<file path="src/rtl/ex_operand_stage_pkg.sv">
// Shared constants and payload type for the DE->EX operand stage and its forwarding muxes.
package ex_operand_stage_pkg;

   localparam int W  = 16;
   localparam int RW = 3;

   // Same encodings as the downstream ALU.
   localparam logic [1:0] ALU_ADD   = 2'b00;
   localparam logic [1:0] ALU_AND   = 2'b01;
   localparam logic [1:0] ALU_XOR   = 2'b10;
   localparam logic [1:0] ALU_PASSA = 2'b11;

   localparam logic [15:0] STALL_MAX = 16'hFFFF;

   typedef struct packed {
      logic [W-1:0]  a;
      logic [W-1:0]  b;
      logic [1:0]    op;
      logic [RW-1:0] dr;
      logic          wr_en;
   } ex_payload_t;

   function automatic logic [15:0] sat_inc(input logic [15:0] v);
      return (v == STALL_MAX) ? v : v + 16'd1;
   endfunction

endpackage

</file>
<file path="src/rtl/ex_operand_stage_fwd_mux.sv">
// Per-operand forwarding select: MEM (non-load) over WB over register file,
// plus a flag telling the stage that the operand depends on an in-flight load.
module ex_operand_stage_fwd_mux
   import ex_operand_stage_pkg::*;
(
   input  logic [RW-1:0] spec_i,
   input  logic [W-1:0]  rf_val_i,
   input  logic          mem_valid_i,
   input  logic          mem_is_load_i,
   input  logic [RW-1:0] mem_dr_i,
   input  logic [W-1:0]  mem_data_i,
   input  logic          wb_valid_i,
   input  logic [RW-1:0] wb_dr_i,
   input  logic [W-1:0]  wb_data_i,
   output logic [W-1:0]  val_o,
   output logic          load_hit_o
);

   logic mem_hit;
   logic wb_hit;

   assign mem_hit    = mem_valid_i & (mem_dr_i == spec_i);
   assign wb_hit     = wb_valid_i & (wb_dr_i == spec_i);
   assign load_hit_o = mem_hit & mem_is_load_i;

   always_comb begin
      // NOTE: default first so every path assigns val_o and no latch is inferred.
      val_o = rf_val_i;
      if (mem_hit & ~mem_is_load_i) begin
         val_o = mem_data_i;
      end else if (wb_hit) begin
         val_o = wb_data_i;
      end
   end

endmodule

</file>
<file path="src/rtl/ex_operand_stage.sv">
// DE->EX pipeline register: captures one decoded instruction per handshake with
// operands forwarded at capture, back-pressures decode on load-use, counts stall cycles.
module ex_operand_stage
   import ex_operand_stage_pkg::*;
(
   input  logic          clk,
   input  logic          rst,
   input  logic          in_valid,
   output logic          in_ready,
   input  logic [RW-1:0] in_sr1,
   input  logic [RW-1:0] in_sr2,
   input  logic          in_use_sr1,
   input  logic          in_use_sr2,
   input  logic [W-1:0]  in_sr1_val,
   input  logic [W-1:0]  in_sr2_val,
   input  logic [W-1:0]  in_imm,
   input  logic          in_use_imm,
   input  logic [1:0]    in_op,
   input  logic [RW-1:0] in_dr,
   input  logic          in_wr_en,
   input  logic          mem_fwd_valid,
   input  logic          mem_fwd_is_load,
   input  logic [RW-1:0] mem_fwd_dr,
   input  logic [W-1:0]  mem_fwd_data,
   input  logic          wb_fwd_valid,
   input  logic [RW-1:0] wb_fwd_dr,
   input  logic [W-1:0]  wb_fwd_data,
   input  logic          flush,
   output logic          out_valid,
   input  logic          out_ready,
   output logic [W-1:0]  alu_a,
   output logic [W-1:0]  alu_b,
   output logic [1:0]    alu_op,
   output logic [RW-1:0] out_dr,
   output logic          out_wr_en,
   output logic [15:0]   stall_cnt
);

   ex_payload_t   payload_q, payload_d;
   logic          out_valid_q, out_valid_d;
   logic [15:0]   stall_cnt_q;
   logic [W-1:0]  fwd_a, fwd_b;
   logic          hit_a, hit_b;
   logic          load_use;
   logic          accept;

   ex_operand_stage_fwd_mux u_fwd_a (
      .spec_i        (in_sr1),
      .rf_val_i      (in_sr1_val),
      .mem_valid_i   (mem_fwd_valid),
      .mem_is_load_i (mem_fwd_is_load),
      .mem_dr_i      (mem_fwd_dr),
      .mem_data_i    (mem_fwd_data),
      .wb_valid_i    (wb_fwd_valid),
      .wb_dr_i       (wb_fwd_dr),
      .wb_data_i     (wb_fwd_data),
      .val_o         (fwd_a),
      .load_hit_o    (hit_a)
   );

   ex_operand_stage_fwd_mux u_fwd_b (
      .spec_i        (in_sr2),
      .rf_val_i      (in_sr2_val),
      .mem_valid_i   (mem_fwd_valid),
      .mem_is_load_i (mem_fwd_is_load),
      .mem_dr_i      (mem_fwd_dr),
      .mem_data_i    (mem_fwd_data),
      .wb_valid_i    (wb_fwd_valid),
      .wb_dr_i       (wb_fwd_dr),
      .wb_data_i     (wb_fwd_data),
      .val_o         (fwd_b),
      .load_hit_o    (hit_b)
   );

   // SR2 is irrelevant to the hazard when operand B comes from the immediate.
   assign load_use = in_valid & ((in_use_sr1 & hit_a) |
                                 (in_use_sr2 & ~in_use_imm & hit_b));
   assign in_ready = (~out_valid_q | out_ready) & ~load_use & ~flush;
   assign accept   = in_valid & in_ready;

   always_comb begin
      payload_d.a     = in_use_sr1 ? fwd_a : in_sr1_val;
      payload_d.b     = in_use_imm ? in_imm : (in_use_sr2 ? fwd_b : in_sr2_val);
      payload_d.op    = in_op;
      payload_d.dr    = in_dr;
      payload_d.wr_en = in_wr_en;
   end

   always_comb begin
      out_valid_d = out_valid_q;
      if (flush) begin
         out_valid_d = 1'b0;
      end else if (accept) begin
         out_valid_d = 1'b1;
      end else if (out_ready) begin
         out_valid_d = 1'b0;
      end
   end

   // NOTE: sequential state uses non-blocking assignments so every register samples pre-edge values.
   always_ff @(posedge clk or posedge rst) begin
      if (rst) begin
         out_valid_q <= 1'b0;
         payload_q   <= '0;
         stall_cnt_q <= '0;
      end else begin
         out_valid_q <= out_valid_d;
         if (accept) begin
            payload_q <= payload_d;
         end
         if (load_use & ~flush) begin
            stall_cnt_q <= sat_inc(stall_cnt_q);
         end
      end
   end

   assign out_valid = out_valid_q;
   assign alu_a     = payload_q.a;
   assign alu_b     = payload_q.b;
   assign alu_op    = payload_q.op;
   assign out_dr    = payload_q.dr;
   assign out_wr_en = payload_q.wr_en;
   assign stall_cnt = stall_cnt_q;

endmodule

</file>
<file path="config.mk">
export PLATFORM = sky130hd
export DESIGN_NAME = ex_operand_stage
export DESIGN_NICKNAME = d
export VERILOG_FILES = /design/src/rtl/ex_operand_stage_pkg.sv /design/src/rtl/ex_operand_stage_fwd_mux.sv /design/src/rtl/ex_operand_stage.sv
export SDC_FILE = /design/constraint.sdc
export NUM_CORES = 1
export LEC_CHECK = 0
export ABC_AREA = 1
export BUFFER_PORTS_ARGS = -buffer_cell sky130_fd_sc_hd__buf_2
export CAP_MARGIN = 10
export CORE_UTILIZATION = 53
export DETAILED_ROUTE_END_ITERATION = 10
export PLACE_DENSITY = 0.89
export SYNTH_ARGS = -nofsm -noshare
export SYNTH_HDL_FRONTEND = slang
export SYNTH_SLANG_ARGS = --single-unit
</file>
<file path="constraint.sdc">
create_clock -name clk -period 3 [get_ports clk]
set_clock_uncertainty 0.1 [all_clocks]
set_input_delay 0.9 -clock clk [delete_from_list [all_inputs] [get_ports clk]]
set_output_delay 0.9 -clock clk [all_outputs]
set_load 0.01 [all_outputs]
</file>
==> results.md <==
- Status: finished, final reports clean
- CTS Sinks: 55
- Tightest Hold Check Type: in -> async
- Hold-fix buffers at CTS: 0
- Delay of the slowest critical-path stage: 0.22 ns
- WHS: 0.387 ns
- Async SR Flop Fraction: 100%
- Crit Reg-Reg Endpoint: stall_cnt[6]
- Post-synth EDFFs: 0
- Fmax: 346 MHz
- Worst Path Required: 2.00 ns
- Num CTS Buffers: 5
- Synth Instances: 640
- Final setup fails: 0
- Die X: 89.7 um
- Post-synth top flop: dfrtp_1
- Slowest stage cell, crit path: a21oi_2
- Critical path cell sequence: buf_2 -> inv_1 -> nand2_1 -> nand2_1 -> nor2_4 -> nand3_2 -> a21oi_2 -> nor3_1 -> buf_2
- CTS tree: built
- P_sw: 692 uW
- Post-route ant nets: 0
- Layout Area Growth over Synthesis: 23.5%
- Buf+Inv Stages, Crit Path: 3
- IO Pins: 165
- Synth warn: 0
- Die ar.: 8050 um2
- Global placement routability congestion: 0.896
- Synthesized Nets: 750
- Crit path capture type: primary output
- Final Hold Fails: 0
- Layout cell share with drive strength beyond 1: 27.5%
- Crit-path max FO: 3
- Fillcell total: 674
- Clock-pin slew on the worst setup and hold paths: 0.11 ns
- Final worst slack: 0.109 ns
- Leakage: 3.06 nW
- Power density over the cells: 405 nW/um2
- RSZ-0062 raised after global routing: no
- Starting Density: 55.6%
- First-pass GRT wire length: 20.5 mm
- Most frequent cells after synthesis: nand2_1 (251), nand3_1 (83), inv_1 (77)
- Diode count: 0
- Wirelength per Cell: 13.8 um
- Largest net degree at the start of global routing: 31
- Worst path arrival time: 1.89 ns
- Die Y: 89.7 um
- Clk root buf: clkbuf_8
- # port buffers: 164
- TritonRoute pass-1 iters: 5
- Sequential cell area fraction in the yosys report: 33.7%
- Nets: 906
- Max Cap Viol: 0
- CTS H-tree depth: 2
- Synth unique cells: 32
- Core area: 7330 um2
- Power share of the clock group: 24.7%
- R2R depth: 8
- Detailed Route Iter0 Violations: 251
- Combinational power share: 30.5%
- Tmin final: 2.89 ns
- Post-Route WL: 12.3 mm
- CP Launch Type: input pin
- Register area: 1380 um2
- Crit path kind: in -> out
- Multi-input logic area: 2200 um2
- Detailed-route DRC error count: 0
- Antenna violations before repair: 0
- Final Cycle Share: 96.4%
- Gr usage total: 31.6%
- Part of the power in registers: 44.8%
- Pre-CTS WS: 0.108 ns
- Cell area after synthesis: 4080 um2
- Deepest clock path buffer count: 2
- Synth area leaders: dfrtp_1 (34%), nand2_1 (23%), nand3_1 (10%)
- RR Startpoint: stall_cnt[0]
- Pint: 1.35 mW
- HPWL after DPL: 9.41 mm
- Post-CTS Setup Inserts: 0
- Flops & latches, synth: 55
- Leading area contributor after synthesis: dfrtp_1
- Number of global-route vias before repair: 4424
- Pins Over Slew Limit: 0
- Synth top area share: 33.7%
- Vias/cell: 5.23
- Worst-Margin Slew: 0.561 ns
- Post-cts sizing count: 0
- Reg2Reg Setup Slack: 1.04 ns
- Sw frac: 33.9%
- Rel. slew slack: 62.6%
- Worst-Skew Late Latency: 0.31 ns
- Setup_tns: 0 ns
- Worst VDD drop: 0.000247 V
- Top-count cell post-synth: nand2_1
- Final core occ: 68.7%
- Num rows: 31
- Via count: 4686
- Mean Syn Cell Area: 6.37 um2
- GRT overflow: 0
- Crit-path leading delay family: simple AND/OR/NAND/NOR gates
- Final Power: 2.04 mW
==> power by group through the flow <==
stage | registers (mW) | logic, mW | clock network [mW]
after floorplan | 0.975 | 0.302 | 0
after global placement | 0.923 | 0.598 | 0
after detailed placement | 0.928 | 0.619 | 0
after CTS | 0.914 | 0.622 | 0.510
after global routing | 0.928 | 0.698 | 0.547
final | 0.915 | 0.623 | 0.504
==> sequential cells by signal (all words and copies together) (netlist names) <==
register,flops
alu_a,16
alu_b,16
alu_op,2
out_dr,3
out_valid,1
out_wr_en,1
stall_cnt,16
==> layout make-up <==
| class | instances | area share [%] |
|---|---|---|
| Clock buffer | 6 | 1.44 |
| Tap cell | 99 | 2.46 |
| Sequential cell | 55 | 27.3 |
| Clock inverter | 2 | 0.770 |
| Inverter | 81 | 6.09 |
| Multi-Input combinational cell | 476 | 43.7 |
| Timing Repair Buffer | 177 | 18.2 |
==> worst max path at each step <==
| stage | start | to | slack, ns | cells past startpoint |
|---|---|---|---|---|
| after floorplan | in_use_sr2 | in_ready | 0.39 | 6 |
| after global placement | in_sr1[0] | in_ready | 0.17 | 9 |
| after detailed placement | in_sr1[1] | in_ready | 0.11 | 9 |
| after CTS | in_sr1[0] | in_ready | 0.10 | 9 |
| after global routing | in_sr1[0] | in_ready | 0.01 | 9 |
| final | in_sr1[0] | in_ready | 0.11 | 9 |
==> logic make-up (layout without fill, tap and decap cells) <==
family	after synthesis	in the layout	synth area share, %
AOI/OAI and AO/OA	51	51	6.47
xor gates and xnor gates	15	15	3.22
adders and majority gates	1	1	0.307
buffers and inverters	109	266	12.3
DFF	55	55	33.7
and+or+nand+nor	409	409	44.0
==> through the flow <==
step | instance area (um2) | instances
after global routing | 5040 | 896
after floorplan | 4080 | 640
final | 5040 | 896
after detailed placement | 4930 | 888
after CTS | 5040 | 896
after global placement | 4930 | 888
==> layer usage <==
metal	vias to the layer above	part of all wire, %	track usage [%]
met4	0	2.7	12.2
li1	2286	-	-
met2	235	49	54.5
met1	2126	40	38.4
met5	-	0	0
met3	39	8.9	6.94
==> placed cells by master, fill, tap and decap left out, types with 2 or more instances in the layout <==
master,n
buf_4,13
nand4_1,3
nand3_2,4
inv_2,4
nor2_1,43
nor2_2,3
o21ai_0,13
xor2_1,3
clkbuf_8,5
a21oi_2,2
nand2_1,251
xnor2_1,12
nor2_4,5
nor3_2,2
nand3_1,83
a21oi_1,16
inv_1,76
dfrtp_1,55
o21ai_1,19
nand2_2,10
nand2_4,2
buf_2,164
==> worst reg2reg max path, cell delays in order (launching register included) <==
cell     delay [ns]
dfrtp_1        0.44
ha_1           0.26
nand3_1        0.19
nor3_2         0.08
a31oi_1        0.24
nand2_4        0.20
inv_4          0.21
nand2_1        0.08
o21ai_1        0.10
No activity file was read; power rests on OpenSTA's default activity.
